**src/rtl/nibble_serial_adder_ctrl.sv**
```systemverilog
`default_nettype none
// ============================================================================
// Module   : nibble_serial_adder_ctrl
// Brief    : W-bit add/subtract sequenced LSB-first over one shared external
//            4-bit carry-propagate adder, with start/busy/done handshake.
// Revision : 1.0 - initial release
// ============================================================================
module nibble_serial_adder_ctrl #(
    parameter int NIBBLES = 4
) (
    input  logic                 clk,
    input  logic                 rst,
    input  logic                 start,
    input  logic                 sub,
    input  logic                 c_in,
    input  logic [4*NIBBLES-1:0] a,
    input  logic [4*NIBBLES-1:0] b,
    output logic                 busy,
    output logic                 done,
    output logic [4*NIBBLES-1:0] sum,
    output logic                 c_out,
    output logic                 ovf,
    output logic [3:0]           cpa_a,
    output logic [3:0]           cpa_b,
    output logic                 cpa_cin,
    input  logic [3:0]           cpa_s,
    input  logic                 cpa_cout
);

    localparam int              W          = 4 * NIBBLES;
    localparam int              IDXW       = $clog2(NIBBLES);
    localparam logic [IDXW-1:0] C_LAST_IDX = IDXW'(NIBBLES - 1);

    typedef enum logic [1:0] {
        S_IDLE = 2'd0,
        S_RUN  = 2'd1,
        S_DONE = 2'd2
    } state_t;

    state_t          r_state;
    state_t          w_state_next;
    logic [IDXW-1:0] r_idx;
    logic [W-1:0]    r_a;
    logic [W-1:0]    r_b;
    logic [W-1:0]    r_sum;
    logic            r_carry;
    logic            r_c_out;
    logic            r_ovf;
    logic            w_accept;
    logic            w_last;
    logic [3:0]      w_nib_a;
    logic [3:0]      w_nib_b;

    assign w_last = (r_idx == C_LAST_IDX);

    always_ff @(posedge clk or posedge rst) begin
        if (rst) begin
            r_state <= S_IDLE;
        end else begin
            r_state <= w_state_next;
        end
    end

    always_comb begin
        w_state_next = r_state;
        w_accept     = 1'b0;
        busy         = 1'b0;
        done         = 1'b0;
        case (r_state)
            S_IDLE: begin
                if (start) begin
                    w_accept     = 1'b1;
                    w_state_next = S_RUN;
                end
            end
            S_RUN: begin
                busy = 1'b1;
                if (w_last) begin
                    w_state_next = S_DONE;
                end
            end
            S_DONE: begin
                done = 1'b1;
                if (start) begin
                    w_accept     = 1'b1;
                    w_state_next = S_RUN;
                end else begin
                    w_state_next = S_IDLE;
                end
            end
            default: begin
                w_state_next = S_IDLE;
            end
        endcase
    end

    // Select the active nibble of each operand register.
    always_comb begin
        w_nib_a = 4'd0;
        w_nib_b = 4'd0;
        for (int n = 0; n < NIBBLES; n++) begin
            if (r_idx == IDXW'(n)) begin
                w_nib_a = r_a[4*n +: 4];
                w_nib_b = r_b[4*n +: 4];
            end
        end
    end

    assign cpa_a   = busy ? w_nib_a : 4'd0;
    assign cpa_b   = busy ? w_nib_b : 4'd0;
    assign cpa_cin = busy ? r_carry : 1'b0;

    always_ff @(posedge clk or posedge rst) begin
        if (rst) begin
            r_idx   <= '0;
            r_a     <= '0;
            r_b     <= '0;
            r_sum   <= '0;
            r_carry <= 1'b0;
            r_c_out <= 1'b0;
            r_ovf   <= 1'b0;
        end else if (w_accept) begin
            // Subtraction runs as A + ~B + 1.
            r_a     <= a;
            r_b     <= sub ? ~b : b;
            r_carry <= sub ? 1'b1 : c_in;
            r_sum   <= '0;
            r_c_out <= 1'b0;
            r_ovf   <= 1'b0;
            r_idx   <= '0;
        end else if (r_state == S_RUN) begin
            for (int n = 0; n < NIBBLES; n++) begin
                if (r_idx == IDXW'(n)) begin
                    r_sum[4*n +: 4] <= cpa_s;
                end
            end
            r_carry <= cpa_cout;
            if (w_last) begin
                r_c_out <= cpa_cout;
                r_ovf   <= (r_a[W-1] == r_b[W-1]) && (cpa_s[3] != r_a[W-1]);
            end else begin
                r_idx <= r_idx + IDXW'(1);
            end
        end
    end

    assign sum   = r_sum;
    assign c_out = r_c_out;
    assign ovf   = r_ovf;

endmodule
`default_nettype wire

```
**config.mk**
```make
export PLATFORM = sky130hd
export DESIGN_NAME = nibble_serial_adder_ctrl
export DESIGN_NICKNAME = d
export VERILOG_FILES = /design/src/rtl/nibble_serial_adder_ctrl.sv
export SDC_FILE = /design/constraint.sdc
export NUM_CORES = 1
export LEC_CHECK = 0
export BUFFER_PORTS_ARGS = -buffer_cell sky130_fd_sc_hd__buf_2
export CAP_MARGIN = 5
export CORE_MARGIN = 2
export CORE_UTILIZATION = 39
export CTS_CLUSTER_DIAMETER = 150
export DETAILED_ROUTE_END_ITERATION = 10
export RECOVER_POWER = 100
export REMOVE_ABC_BUFFERS = 1
export SLEW_MARGIN = 20
export SYNTH_ARGS = -nofsm -noshare
export SYNTH_HDL_FRONTEND = slang
export SYNTH_SLANG_ARGS = --single-unit
```
**constraint.sdc**
```tcl
create_clock -name clk -period 1.3 [get_ports clk]
set_input_delay 0.065 -clock clk [delete_from_list [all_inputs] [get_ports clk]]
set_output_delay 0.065 -clock clk [all_outputs]
set_load 0.02 [all_outputs]
```
# Word-level counts from Yosys, hierarchy flattened
# Index checks and enable logic that the tools add are counted.
classes:
  reduce_logical: 15
  mux: 38
  bitwise_logic: 1
  n_eq_ne: 10
  add_sub_neg: 1
op_table:
  columns: ["cell", "count"]
  rows:
  - ["4-bit two-way mux", 14]
  - ["16-bit two-way mux", 3]
  - ["16-bit inverter", 1]
  - ["1-bit two-way mux", 15]
  - ["2-bit AND reduction", 6]
  - ["2-bit two-way mux", 5]
  - ["2-bit nonzero test", 5]
  - ["2-bit == test (second input constant)", 3]
  - ["2-bit inequality test (second input constant)", 3]
  - ["2-bit case mux with 3 select lines", 1]
  - ["2-bit by 1-bit == test with 1-bit output (second input constant)", 2]
  - ["2-bit logical NOT", 2]
  - ["2-bit by 1-bit adder with 2-bit output (second input constant)", 1]
  - ["2-bit OR reduction", 1]
  - ["1-bit == test", 1]
  - ["1-bit logical AND", 1]
  - ["1-bit inequality test", 1]
word_totals:
  word_cells: 76
  register_bits: 55
  inputBits: 42
  out_inout_bits: 29

# Logic depth before layout (Yosys ltp)
# Gate-level depths: netlist of run 1.
logic_depth:
  ltp_word: 6
  mapped_depth: 6
  depth_no_buf: 5

# Worst setup path before layout of run 1
# No wires, ideal clock.
synth_path:
  path_kind: "register to output"
  from: "register r_idx[0]"
  to: "output cpa_a[3]"
  n_path_buf: 1
  path_slack_ps: -248
  t_arrival_ps: 1483
  stages_incl_launch_ff: 7
  t_required_ps: 1235
  cell_sequence: "dfrtp_1 -> inv_1 -> ha_1 -> nor2b_2 -> buf_6 -> a221oi_2 -> o32ai_2"
synth_via:
  elab_chain_cells: 6
  word_cells_on_any_way: 9
  classes_between: "eq/ne (3); mux (5); reduce/logical (1)"
synth_lines:
  columns: ["item", "line_no", "text"]
  rows:
  - ["start, declared", "42", "logic [IDXW-1:0] r_idx;"]
  - ["start signal, assigned", "142", "r_idx <= r_idx + IDXW'(1);"]
  - ["2-bit logical NOT", "102", "if (r_idx == IDXW'(n)) begin"]
  - ["4-bit two-way mux (3 in series)", "102", null]
  - ["4-bit two-way mux (*)", "102", null]
  - ["4-bit two-way mux (*)", "109", "assign cpa_a = busy ? w_nib_a : 4'd0;"]
  - ["end, declared", "23", "output logic [3:0] cpa_a,"]
# Mark *: on every way between the ends. The rest lies on a longest branch, timed or not.

# Worst setup path in the final report of run 1
layout_path:
  from: "register r_idx[0]"
  to: "output cpa_b[3]"
layout_via:
  elab_chain_cells: 6
  word_cells_on_any_way: 9
  classes_between: "eq/ne (3); mux (5); reduce/logical (1)"
layout_lines:
  columns: ["item", "line_no", "text"]
  rows:
  - ["2-bit logical NOT", "102", null]
  - ["4-bit two-way mux (3 in series)", "102", null]
  - ["4-bit two-way mux (*)", "102", null]
  - ["4-bit two-way mux (*)", "110", "assign cpa_b = busy ? w_nib_b : 4'd0;"]
  - ["end, declared", "24", "output logic [3:0] cpa_b,"]
# Marked as above.

==> results of run 1 <==
==> registers in the layout, summed over array words and instances, names as in the netlist <==
| name | flops |
|---|---|
| r_a | 16 |
| sum | 16 |
| r_state | 2 |
| c_out | 1 |
| ovf | 1 |
| r_carry | 1 |
| r_b | 16 |
| r_idx | 2 |
==> area by class of cell <==
| cell class | instances | area (um^2) | area share [%] |
|---|---|---|---|
| multi-input combinational | 206 | 1380 | 35.1 |
| timing repair buffer | 125 | 911 | 23.3 |
| inverter | 6 | 35.0 | 0.894 |
| clock buffer | 8 | 100 | 2.56 |
| tap | 96 | 120 | 3.07 |
| sequential | 55 | 1380 | 35.1 |
==> power groups by stage <==
stage	clock (uW)	sequential (uW)	combinational, uW
after CTS	1080	2950	5290
final	1050	2980	5510
after global placement	0	2950	4390
after global routing	1160	3070	6020
after detailed placement	0	2960	4450
after floorplan	0	3190	2530
==> kinds of logic (layout without fill, tap and decap cells) <==
family,after synthesis,after routing
compound gates,59,59
xor+xnor,17,17
fa+ha+maj,4,4
buf+inv,27,139
flops,55,55
mux,4,4
simple gates,122,122
==> synthesized netlist by cell type (all sizes together) <==
master  instances
dfrtp          55
nand3b          4
nand3          21
mux2i           4
clkinv          1
buf            20
xnor2          17
o21ai          27
o31ai           6
ha              4
nand2          81
inv             5
clkbuf          1
nor2            6
a221oi          9
a21oi          15
and2            1
o32ai           2
nor3            1
nand2b          2
nor3b           1
nor2b           5
==> per-layer routing <==
metal | share of wire [%] | track usage [%] | up-vias | wire length [um]
li1 | - | - | 1191 | -
met2 | 49 | 31.4 | 51 | 3360
met4 | 0.87 | 5.37 | 0 | 59
met5 | 0 | 0 | - | 0
met3 | 3.5 | 3.11 | 5 | 239
met1 | 46 | 24.3 | 1089 | 3160
==> critical path: cells and delay by family, from the launching register on <==
family,cells,cell delay [ns]
adders and majority gates,1,0.17
DFF,1,0.42
buffers and inverters,4,0.62
AOI/OAI and AO/OA,1,0.28
==> per-stage QoR <==
step	instances	setup slack, ns	hold slack [ns]
2_1_floorplan	267	-0.820	0.170
3_3_place_gp	458	-0.442	0.146
3_5_place_dp	458	-0.478	0.148
4_1_cts	493	-0.538	0.0121
5_1_grt	496	-0.632	0.00901
6_report	496	-0.564	0.0123
==> placed cells by master (no fill, tap or decap), types with 6 or more instances in the layout <==
cell type	n
nand2_1	80
dfrtp_1	55
buf_2	42
o21ai_1	26
buf_4	26
clkbuf_1	19
dlygate4sd3_1	19
nand3_1	18
xnor2_1	17
buf_6	14
a21oi_2	8
a221oi_2	7
a21oi_1	7
clkbuf_8	7
nor2_1	6
==> how the worst max path moves through the flow <==
stage | start | endpoint | slack (ns) | cells past startpoint
floorplan | r_state[0] | r_carry | -0.82 | 3
global placement | r_idx[0] | cpa_b[3] | -0.44 | 6
detailed placement | r_idx[0] | cpa_b[3] | -0.48 | 6
CTS | r_idx[0] | cpa_a[1] | -0.54 | 7
global route | r_idx[0] | cpa_b[3] | -0.63 | 6
finish | r_idx[0] | cpa_b[3] | -0.56 | 6
==> repair_timing <==
item,in CTS,in global routing
gates resized for setup,42,27
pin swaps,10,14
hold buffers,19,0
buffers inserted,8,4
hold endpoints to repair,72,0
setup endpoints to repair,28,61
==> key figures, run 1 <==
Outcome
  – Status: finished with violations
  – Failing checks: setup timing

Setup path
  – Max stage delay on crit path: 0.42 ns
  – Slowest cell on the critical path: dfrtp_1
  – Reg2Reg Depth: 8
  – Setup crit end kind: primary output
  – CP Data Arrival Time: 1.80 ns
  – Critical Path, Cell by Cell: buf_4 > buf_4 > ha_4 > buf_6 > o32ai_2 > buf_4
  – Max FO, Critical Path: 11
  – Worst flop-to-flop path endpoint: r_idx[0]
  – CP Class: flip-flop to primary output
  – RR Startpoint: r_idx[0]
  – R2R Setup Slk: -0.34 ns
  – Critical Path RT: 1.24 ns
  – Most frequent cell on the critical path: buf_4
  – Startpoint Class: flip-flop

Global routing
  – Vias in the first global route: 2264
  – First-pass GRT wire length: 11000 um
  – Gr usage total: 18.5%
  – Total grt overflow: 0
  – Largest net degree at the start of global routing: 56
  – Initial antenna violation count: 0

Yosys
  – Post-synthesis xor/xnor area fraction: roughly 5.4%
  – Register bit total from synthesis: 55
  – Yosys synthesis warning count: 0
  – Area leader, netlist: dfrtp_1
  – Share of the synthesized area in the top cell type: 49.9%
  – Mux contribution to synthesized area: 1.45%
  – Sequential share of the synthesized area: 49.9%
  – Mean post-synth cell area: roughly 9.6 um^2
  – Ranking of synthesized cells by area: dfrtp_1, nand2_1, xnor2_1
  – Largest family of logic cells by synthesized area: simple AND/OR/NAND/NOR gates
  – Complex-gate fraction of the synthesized area: 16.0%
  – Synthesized cell area: 2760 um^2
  – Post-Synth Adder-Cell Area: 1.81%
  – Synth cell types: 30
  – Post-synthesis simple-gate area fraction: 19.7%
  – Synth Instances: 288

Final layout
  – # diodes: 0
  – Synthesis-to-finish area growth: 42.0%
  – Fraction of final layout cells with drive strength greater than 1: 34.5%
  – Post-Route Utilization: 57.3%
  – Final-layout fill cell count: 683
  – Final net count: 445
  – Finished Cell Area: 3920 um^2

Clock network
  – Clock root buffer: clkbuf_8
  – Worst-path clk slew: 0.10 ns
  – Clock latency at the later pin of the worst-skew pair: roughly 0.32 ns
  – CTS Buf Count: 5
  – CTS sink count: 55
  – CTS H-tree depth: 2
  – CTS tree: yes
  – CTS max path bufs: 2

Routing
  – Vias per inst: 4.71
  – DR WL/cell: 13.7 um
  – DR vias: 2336
  – Detailed Route WL: 6820 um
  – Drt drc: 0
  – Routed Antenna Nets: 0
  – DRT iter0 DRCs: 132
  – Drt pass-1 iters: 4

Pwr
  – Comb pwr share: 57.7%
  – PwrDens: 2430 nW/um^2
  – Clk pwr share: 11.0%
  – Internal: 5540 uW
  – Total Power: 9540 uW
  – Leak pwr: around 0.0018 uW
  – Switch Pwr: 4000 uW
  – Net Sw Frac: 42.0%
  – Worst vdd ir: 1.09 mV
  – Seq pwr share: between 30% and 40%

Timing
  – Post-route setup TNS: -7.76 ns
  – Slew Viols, Final: 0
  – Setup WS post-layout: -0.564 ns
  – Final setup vio count: 27
  – Fmax: around 0.54 GHz
  – Crit path time final: 1.86 ns
  – Worst rel slew slack: between 40% and 50%
  – Crit share post-route: 143%
  – Final hold violation count: 0
  – Worst Tran Pin Value: 0.783 ns
  – Fin Clk Skew: 0.00611 ns
  – RSZ-0062 raised after global routing: yes

Hold path
  – Hold path startpoint: b[10]
  – Hold Path End: r_b[10]
  – Worst Hold Class: primary input to flip-flop
  – Worst hold path cell count: 3

Floorplanning
  – Row cnt: 30
  – Initial Util: 40.4%
  – I/O Pins: 71
  – Core area: 6830 um^2
  – Die area: 7760 um^2
  – Die X: ~88 um
  – Die height: slightly below 90 um

Run
  – Max-Cap Viols: 0

Place
  – HPWL Detailed: approximately 4400 um
  – GP Congestion: ~0.8
  – IO Port Bufs: 70
  – Placed inst area: 3320 um^2
Note: power is estimated with default switching activity, not from simulation.
==> run 2, diff against run 1 <==
--- a/config.mk
+++ b/config.mk
@@ -11,6 +11,7 @@
 export CORE_UTILIZATION = 39
 export CTS_CLUSTER_DIAMETER = 150
 export DETAILED_ROUTE_END_ITERATION = 10
+export MAX_ROUTING_LAYER = met4
 export RECOVER_POWER = 100
 export REMOVE_ABC_BUFFERS = 1
 export SLEW_MARGIN = 20
==> key figures, run 2 (synthesized netlist as in run 1, its figures left out) <==
Timing
  – Crit path time final: 1.86 ns
  – Fin Clk Skew: 0.00367 ns
  – Crit share post-route: 143%
  – Setup WS post-layout: -0.562 ns
  – Fmax: 0.537 GHz
  – Slew Viols, Final: 0
  – RSZ-0062 raised after global routing: yes
  – Final hold violation count: 0
  – Worst Tran Pin Value: 0.784 ns
  – Worst rel slew slack: 47.7%
  – Final setup vio count: 28

Clock network
  – CTS max path bufs: 2
  – CTS H-tree depth: 2
  – Worst-path clk slew: 0.10 ns
  – Clock latency at the later pin of the worst-skew pair: 0.31 ns
  – CTS sink count: 55
  – Clock root buffer: clkbuf_8
  – CTS tree: yes
  – CTS Buf Count: 5

Global routing
  – First-pass GRT wire length: 11000 um
  – Gr usage total: 19.0%
  – Gr busiest metal: met2
  – M1 GR Usage: approximately a quarter
  – GR Util met2: 31.4%
  – Vias in the first global route: 2264
  – Largest net degree at the start of global routing: 56
  – Met3 usage: 3.11%
  – Initial antenna violation count: 0
  – Total grt overflow: 0

Final layout
  – Synthesis-to-finish area growth: 42.0%
  – # diodes: 0
  – Most frequent cells in the layout: nand2_1, dfrtp_1, buf_2
  – Final net count: 445
  – Final-layout fill cell count: just under 700
  – Finished Cell Area: between 3000 and 4000 um^2
  – Fraction of final layout cells with drive strength greater than 1: 34.5%
  – Post-Route Utilization: 57.3%
  – Commonest non-fill, non-tap cell in the layout: nand2_1

Pwr
  – PwrDens: 2430 nW/um^2
  – Total Power: ~9500 uW
  – Worst vdd ir: 1.08 mV
  – Leak pwr: 0.00183 uW

Floorplanning
  – Initial Util: 40.4%
  – Die X: 88.1 um
  – Die height: 88.1 um
  – Row cnt: 30
  – I/O Pins: 71
  – Core area: 6830 um^2
  – Die area: 7760 um^2

Setup path
  – Max stage delay on crit path: 0.42 ns
  – Setup crit end kind: primary output
  – Critical Path RT: between 1 and 1.5 ns
  – Startpoint Class: flip-flop
  – Slowest cell on the critical path: dfrtp_1
  – Critical Path, Cell by Cell: buf_4 > buf_4 > ha_4 > buf_6 > o32ai_2 > buf_4
  – CP Class: flip-flop to primary output
  – Most frequent cell on the critical path: buf_4
  – CP Data Arrival Time: 1.80 ns
  – Max FO, Critical Path: 11

Routing
  – Drt drc: 0
  – Drt pass-1 iters: 4
  – DR WL/cell: 13.7 um
  – Detailed Route WL: 6810 um
  – DRT iter0 DRCs: 125
  – DR vias: 2336
  – Routed Antenna Nets: 0
  – Vias per inst: 4.71

Outcome
  – Status: finished with violations
  – Failing checks: setup timing

Place
  – Placed inst area: 3320 um^2
  – GP Congestion: about 0.8
  – HPWL Detailed: approximately 4400 um
  – IO Port Bufs: 70

Run
  – Max-Cap Viols: 0

Hold path
  – Worst Hold Class: primary input to flip-flop
-- run 2: cell type report --
class                   instances  area [um^2]  share of cell area [%]
well taps                      96          120                    3.07
clock buffers                   8          100                    2.56
flip-flops and latches         55         1380                    35.1
repair buffers                125          911                    23.3
multi-input cells             206         1380                    35.1
inverters                       6         35.0                   0.894
-- run 2: what timing repair did --
action,4_1_cts,5_1_grt
setup endpoints to repair,28,61
pin swaps,10,14
gates resized for setup,42,27
setup buffers,8,4
hold buffers,19,0
endpoints found under the hold margin,72,0
-- run 2: final timing paths --
| check | startpoint | to | slack [ns] | depth (start not counted) |
|---|---|---|---|---|
| max in group asynchronous | rst | r_b[7] | 0.25 | 4 |
| worst max register to register | r_idx[0] | r_idx[0] | -0.35 | 8 |
| worst min register to register | r_a[12] | r_a[12] | 0.48 | 2 |
| worst max-delay path | r_idx[0] | cpa_b[3] | -0.56 | 6 |
| min in group asynchronous | rst | r_a[5] | 0.55 | 4 |
| worst min-delay path | b[10] | r_b[10] | 0.01 | 3 |
-- run 2: worst max-delay path, delay by kind of cell (launching register included) --
| family | cells | cell delay (ns) |
|---|---|---|
| DFF | 1 | 0.42 |
| AOI/OAI and AO/OA | 1 | 0.28 |
| adders and majority gates | 1 | 0.17 |
| buffers and inverters | 4 | 0.62 |
-- run 2: routing by layer --
metal  share of wire (%)  vias to the layer above  wire length (um)
li1                    -                     1189                 -
met1                  46                     1087              3120
met2                  49                       54              3360
met3                 3.9                        6               263
met4                 1.1                        0                74
met5                   0                        -                 0
-- run 2: per-stage QoR --
step | hold WS (ns) | std cells | TNS, ns | setup WS, ns
2_1_floorplan | 0.170 | 267 | -42.06 | -0.820
3_3_place_gp | 0.146 | 458 | -5.53 | -0.442
3_5_place_dp | 0.148 | 458 | -5.92 | -0.478
4_1_cts | 0.0121 | 493 | -6.34 | -0.538
5_1_grt | 0.00900 | 496 | -10.49 | -0.632
6_report | 0.0145 | 496 | -7.78 | -0.562
-- run 2: power by group --
part	switching (uW)	total (uW)	internal (uW)
clock	559	1050	488
sequential	504	2980	2470
combinational	2930	5500	2570
total	3990	9530	5540
